<file path="src/rtl/pulse_shaping_interp_fir.sv">
// Polyphase interpolating FIR for complex (I/Q) pulse shaping: one input sample
// produces sps_cur output samples, each computed by a serial I/Q MAC over one branch.
module pulse_shaping_interp_fir #(
  parameter int DATA_W         = 16,
  parameter int COEFF_W        = 16,
  parameter int TAPS_PER_PHASE = 8,
  parameter int MAX_SPS        = 8,
  parameter int DEFAULT_SPS    = 4,
  localparam int ADDR_W        = $clog2(MAX_SPS * TAPS_PER_PHASE),
  localparam int SPS_W         = $clog2(MAX_SPS + 1)
) (
  input  logic                  ce_clk,
  input  logic                  ce_rst,
  input  logic [2*DATA_W-1:0]   s_axis_tdata,
  input  logic                  s_axis_tvalid,
  input  logic                  s_axis_tlast,
  output logic                  s_axis_tready,
  output logic [2*DATA_W-1:0]   m_axis_tdata,
  output logic                  m_axis_tvalid,
  output logic                  m_axis_tlast,
  input  logic                  m_axis_tready,
  input  logic                  coef_wr_en,
  input  logic [ADDR_W-1:0]     coef_wr_addr,
  input  logic [COEFF_W-1:0]    coef_wr_data,
  input  logic                  sps_wr_en,
  input  logic [SPS_W-1:0]      sps_wr_data,
  output logic [SPS_W-1:0]      sps_cur,
  output logic                  busy
);

  localparam int K_W    = $clog2(TAPS_PER_PHASE);
  localparam int PH_W   = ADDR_W - K_W;
  localparam int CNT_W  = K_W + 1;
  localparam int PROD_W = DATA_W + COEFF_W;
  localparam int ACC_W  = DATA_W + COEFF_W + K_W;
  localparam int NCOEF  = MAX_SPS * TAPS_PER_PHASE;
  localparam logic signed [ACC_W-1:0] RND = ACC_W'(1) << (COEFF_W - 2);
  localparam logic signed [ACC_W-1:0] SAT_HI = ACC_W'((64'sd1 <<< (DATA_W - 1)) - 64'sd1);
  localparam logic signed [ACC_W-1:0] SAT_LO = ~SAT_HI;

  typedef enum logic [1:0] {IDLE = 2'd0, MAC = 2'd1, OUT = 2'd2} state_t;

  state_t state, state_nx;

  logic signed [DATA_W-1:0]  x_i [TAPS_PER_PHASE];
  logic signed [DATA_W-1:0]  x_q [TAPS_PER_PHASE];
  logic signed [COEFF_W-1:0] coef [NCOEF];
  logic signed [PROD_W-1:0]  prod_i, prod_q;
  logic signed [ACC_W-1:0]   acc_i, acc_q;
  logic [CNT_W-1:0]          cnt;
  logic [PH_W-1:0]           phase;
  logic                      last_in;
  logic [SPS_W-1:0]          sps_pend;
  logic                      pend_valid;

  logic accept, out_hs, mac_done, last_phase, sps_ok, going_idle;

  function automatic logic [DATA_W-1:0] round_sat(input logic signed [ACC_W-1:0] a);
    logic signed [ACC_W-1:0] r;
    r = (a + RND) >>> (COEFF_W - 1);
    if (r > SAT_HI)
      round_sat = {1'b0, {(DATA_W-1){1'b1}}};
    else if (r < SAT_LO)
      round_sat = {1'b1, {(DATA_W-1){1'b0}}};
    else
      round_sat = r[DATA_W-1:0];
  endfunction

  assign accept     = s_axis_tvalid && s_axis_tready && (state == IDLE);
  assign out_hs     = (state == OUT) && m_axis_tvalid && m_axis_tready;
  assign mac_done   = (state == MAC) && (cnt == CNT_W'(TAPS_PER_PHASE + 1));
  assign last_phase = ((SPS_W'(phase) + SPS_W'(1)) == sps_cur);
  assign sps_ok     = sps_wr_en && (sps_wr_data != SPS_W'(0)) && (sps_wr_data <= SPS_W'(MAX_SPS));
  assign going_idle = out_hs && last_phase;
  assign busy       = (state != IDLE);

  always_ff @(posedge ce_clk or posedge ce_rst) begin
    if (ce_rst) state <= IDLE;
    else        state <= state_nx;
  end

  always_comb begin
    state_nx = state;
    case (state)
      IDLE: if (accept) state_nx = MAC; else state_nx = IDLE;
      MAC:  if (mac_done) state_nx = OUT; else state_nx = MAC;
      OUT:  if (out_hs) state_nx = last_phase ? IDLE : MAC; else state_nx = OUT;
      default: state_nx = IDLE;
    endcase
  end

  // Datapath: delay line, coefficient store, serial MAC, output register, config.
  always_ff @(posedge ce_clk or posedge ce_rst) begin
    if (ce_rst) begin
      for (int i = 0; i < TAPS_PER_PHASE; i++) begin
        x_i[i] <= '0;
        x_q[i] <= '0;
      end
      for (int i = 0; i < NCOEF; i++) coef[i] <= '0;
      prod_i        <= '0;
      prod_q        <= '0;
      acc_i         <= '0;
      acc_q         <= '0;
      cnt           <= '0;
      phase         <= '0;
      last_in       <= 1'b0;
      sps_cur       <= SPS_W'(DEFAULT_SPS);
      sps_pend      <= '0;
      pend_valid    <= 1'b0;
      m_axis_tdata  <= '0;
      m_axis_tvalid <= 1'b0;
      m_axis_tlast  <= 1'b0;
      s_axis_tready <= 1'b0;
    end else begin
      s_axis_tready <= (state_nx == IDLE);

      if (coef_wr_en && (state == IDLE) && (int'(coef_wr_addr) < NCOEF))
        coef[coef_wr_addr] <= coef_wr_data;

      // A write landing with an accept or while busy waits until the next IDLE entry.
      if (going_idle) begin
        if (sps_ok)          sps_cur <= sps_wr_data;
        else if (pend_valid) sps_cur <= sps_pend;
        pend_valid <= 1'b0;
      end else if (sps_ok && (state == IDLE) && !accept) begin
        sps_cur <= sps_wr_data;
      end else if (sps_ok) begin
        sps_pend   <= sps_wr_data;
        pend_valid <= 1'b1;
      end

      if (accept) begin
        x_i[0] <= s_axis_tdata[2*DATA_W-1:DATA_W];
        x_q[0] <= s_axis_tdata[DATA_W-1:0];
        for (int i = 1; i < TAPS_PER_PHASE; i++) begin
          x_i[i] <= x_i[i-1];
          x_q[i] <= x_q[i-1];
        end
        last_in <= s_axis_tlast;
        phase   <= '0;
        acc_i   <= '0;
        acc_q   <= '0;
        cnt     <= '0;
      end else if (state == MAC) begin
        if (cnt < CNT_W'(TAPS_PER_PHASE)) begin
          prod_i <= x_i[cnt[K_W-1:0]] * coef[{phase, cnt[K_W-1:0]}];
          prod_q <= x_q[cnt[K_W-1:0]] * coef[{phase, cnt[K_W-1:0]}];
        end
        // Accumulation trails the product register by one cycle.
        if ((cnt >= CNT_W'(1)) && (cnt <= CNT_W'(TAPS_PER_PHASE))) begin
          acc_i <= acc_i + ACC_W'(prod_i);
          acc_q <= acc_q + ACC_W'(prod_q);
        end
        if (mac_done) begin
          m_axis_tdata  <= {round_sat(acc_i), round_sat(acc_q)};
          m_axis_tvalid <= 1'b1;
          m_axis_tlast  <= last_in && last_phase;
        end else begin
          cnt <= cnt + CNT_W'(1);
        end
      end else if (out_hs) begin
        m_axis_tvalid <= 1'b0;
        m_axis_tlast  <= 1'b0;
        if (!last_phase) begin
          phase <= phase + PH_W'(1);
          acc_i <= '0;
          acc_q <= '0;
          cnt   <= '0;
        end
      end
    end
  end

endmodule

</file>
<file path="config.mk">
export PLATFORM = sky130hd
export DESIGN_NAME = pulse_shaping_interp_fir
export DESIGN_NICKNAME = d
export VERILOG_FILES = /design/src/rtl/pulse_shaping_interp_fir.sv
export SDC_FILE = /design/constraint.sdc
export NUM_CORES = 2
export LEC_CHECK = 0
export CORE_MARGIN = 2
export CORE_UTILIZATION = 45
export DETAILED_ROUTE_END_ITERATION = 10
export MAX_ROUTING_LAYER = met4
export SLEW_MARGIN = 20
export SYNTH_ARGS = -nofsm -noshare
export SYNTH_HDL_FRONTEND = slang
export SYNTH_SLANG_ARGS = --single-unit
</file>
<file path="constraint.sdc">
create_clock -name ce_clk -period 67.9 [get_ports ce_clk]
set_clock_uncertainty 0.1 [all_clocks]
set_input_delay 6.79 -clock ce_clk [delete_from_list [all_inputs] [get_ports ce_clk]]
set_output_delay 6.79 -clock ce_clk [all_outputs]
set_load 0.01 [all_outputs]
</file>
==> results_dict.tcl <==
set metrics [dict create \
    cts_setup_buffers 0 \
    post-route-drc-count 0 \
    postSynthCellCount 7394 \
    core-area_sq_mm 0.195 \
    power_density_mw_per_mm2 38.1 \
    routed.top_layer "met4" \
    first_pass_iters 6 \
    grt_pass1_wl_mm 351 \
    finalWorstSetupSlack_ps 56870 \
    initial_utilization 0.454 \
    total_power_mw 3.72 \
    routed-via-count 55600 \
    finish.net_count 8152 \
    grt_use_total 0.234 \
    worstMarginPinSlew_ps 1210 \
    hold_viol 0 \
    layout_min_cycle_time_ps 11030 \
    grt_max_degree 184 \
    synth_edf_count 0 \
    worstSetupEndpointType "flop" \
    clockRootBuffer "clkbuf_16" \
    critPathSlowestCell "dfrtp_4" \
    cts.clk_slew.worst_paths_ps 60 \
    fin_area_sq_mm 0.0976 \
    max_freq_mhz 90.7 \
    async_flop_share 1.00 \
    seq_area_frac_synth 0.415 \
    cap_violations 0 \
    ir_worst_vdd_mv 0.0327 \
    wl_met2_mm 109 \
    grt-ovfl-total 0 \
    wl_per_cell_um 21.9 \
    insertion_delay_ps 820 \
    vias_per_cell 5.52 \
    syn2layout_area_growth_pct 10.2 \
    grt_pass1_vias 59400 \
    ant_nets 0 \
    antenna_found_initial 5 \
    crit_path_max_incr_delay_ps 850 \
    wl_met1_mm 96.3 \
    ys_top_cells_by_area "dfrtp_1, mux2_2, fa_1" \
    met3WireLength_mm 8.68 \
    wl_mm 221 \
    ys_ff_latch 1468 \
    clk_path_buf_depth 3 \
    ctsResizeCount 0 \
    place_ws_ps 56690 \
    ctsHoldBuffers 0 \
    leakage_nw 47.6 \
    synth_top_area_frac 0.414 \
    synth_warnings 0 \
    worstPathArrival_ps 11580 \
    setup_viol 0 \
    criticalPathCategory "reg2reg" \
    rsz0062_at_grt "false" \
    synth_commonest_cells "dfrtp_1, nand2_1, mux2_2, inv_1, fa_1" \
    synth_nets 8224 \
    post-synth-top-count-cell "dfrtp_1" \
    status "finished, final reports clean" \
    synthFlopType "dfrtp_1" \
    tns_ps 0 \
    die-area_sq_mm 0.200 \
    yosysTopAreaCell "dfrtp_1" \
    slew_headroom 0.194 \
    required_ps 68450 \
    placed_cell_area_sq_mm 0.0920 \
    tritoncts "built" \
    startpoint_type "flop" \
    port_buffers 104 \
    path_max_fanout 113 \
    cts_buffers 163 \
    timing.hold.ws_ps 369 \
    htree_levels 4 \
    pin_count 105 \
    gp_congestion 0.854 \
    avgSynthCellArea_sq_um 12.0 \
    drt_iter0_drc 3735 \
    cts_sinks 1468 \
    rows 162 \
    hp-class "reg2reg" \
    period_share 0.162 \
    ys_types 72 \
    die_w_um 448 \
    drive_gt1_frac 0.262 \
    hpwl_mm 142 \
    synth.cell_area_sq_mm 0.0886 \
    slew_viol_final 0 \
    die-height_um 448 \
]
==> state kept, by name, indices dropped and copies added, names as in the netlist, 2 cells and up <==
name	cells
cnt	4
acc_q	35
prod_i	32
acc_i	35
x_i	128
phase	3
prod_q	32
sps_pend	4
state	2
m_axis_tdata	32
sps_cur	4
x_q	128
coef	1024
==> layout by cell type, fill, tap and decap left out, types with 32 or more instances in the layout <==
cell type / netlist / routed
dfrtp_1: 1467 / 1462
nand2_1: 1136 / 1129
mux2_2: 1060 / 1060
inv_1: 599 / 598
fa_1: 526 / 526
mux4_2: 390 / 390
nor2_1: 317 / 315
ha_1: 239 / 239
o21ai_0: 182 / 181
clkbuf_16: 0 / 167
buf_4: 16 / 120
a21oi_1: 116 / 116
nand2b_1: 96 / 95
xnor2_1: 93 / 93
nand3_1: 91 / 90
clkdlybuf4s50_1: 0 / 88
a21o_1: 67 / 67
nor2b_1: 66 / 66
xor2_1: 66 / 66
clkbuf_8: 0 / 41
clkbuf_1: 341 / 39
mux2i_1: 50 / 37
or2_2: 34 / 34
o21a_1: 33 / 33
nor3_1: 32 / 32
==> power breakdown <==
group | total [mW] | internal [mW] | switching [mW]
clock | 0.909 | 0.536 | 0.373
sequential | 1.16 | 1.04 | 0.123
combinational | 1.65 | 0.674 | 0.976
==> layout make-up <==
cell class / instances / area (sq um)
flip-flops and latches: 1468 / 36800
inverters: 599 / 2260
multi-input cells: 4859 / 47800
diodes: 5 / 12.5
repair buffers: 231 / 2030
fillers: 17200 / 97500
well taps: 2624 / 3280
clock inverters: 46 / 662
clock buffers: 247 / 4890
==> routing by layer <==
| layer | vias to the layer above | global-route usage |
|---|---|---|
| li1 | 24900 | - |
| met1 | 29400 | 0.303 |
| met2 | 1025 | 0.387 |
| met3 | 316 | 0.0319 |
| met4 | 0 | 0.0640 |
| met5 | - | - |
==> per-stage QoR <==
stage           util  std cells
2_1_floorplan      -       7394
3_3_place_gp   0.471       9780
3_5_place_dp   0.471       9780
4_1_cts        0.500      10100
5_1_grt        0.500      10100
6_report       0.500      10100
==> cell families (layout without fill, tap and decap cells) <==
logic type	Yosys count	count (layout)	share of synthesized area
AOI/OAI and AO/OA	551	551	0.0390
buffers and inverters	1067	1123	0.0478
DFF	1468	1468	0.415
muxes	1500	1500	0.240
other	0	5	0
adders and majority gates	765	765	0.153
and+or+nand+nor	1884	1884	0.0906
xor gates and xnor gates	159	159	0.0157
==> critical path: cells and delay by family (launching register included) <==
family / cells / cell delay (ps)
multiplexers: 4 / 1430
adder cells (fa/ha/maj): 7 / 3230
AND/OR/NAND/NOR: 2 / 190
flip-flops: 1 / 850
AO/OA/AOI/OAI: 8 / 1850
buffers and inverters: 10 / 2820
==> worst paths after layout <==
| kind | cells after the start | slack, ps | startpoint | end |
|---|---|---|---|---|
| max | 31 | 56870 | cnt[1] | prod_q[21] |
| min | 2 | 370 | x_q[14] | x_q[14] |
| max reg2reg | 31 | 56870 | cnt[1] | prod_q[21] |
| min reg2reg | 2 | 370 | x_q[14] | x_q[14] |
| max in group asynchronous | 5 | 57860 | ce_rst | acc_i[30] |
| min in group asynchronous | 2 | 6510 | ce_rst | coef[372] |
(Power assumes the default switching activity.)
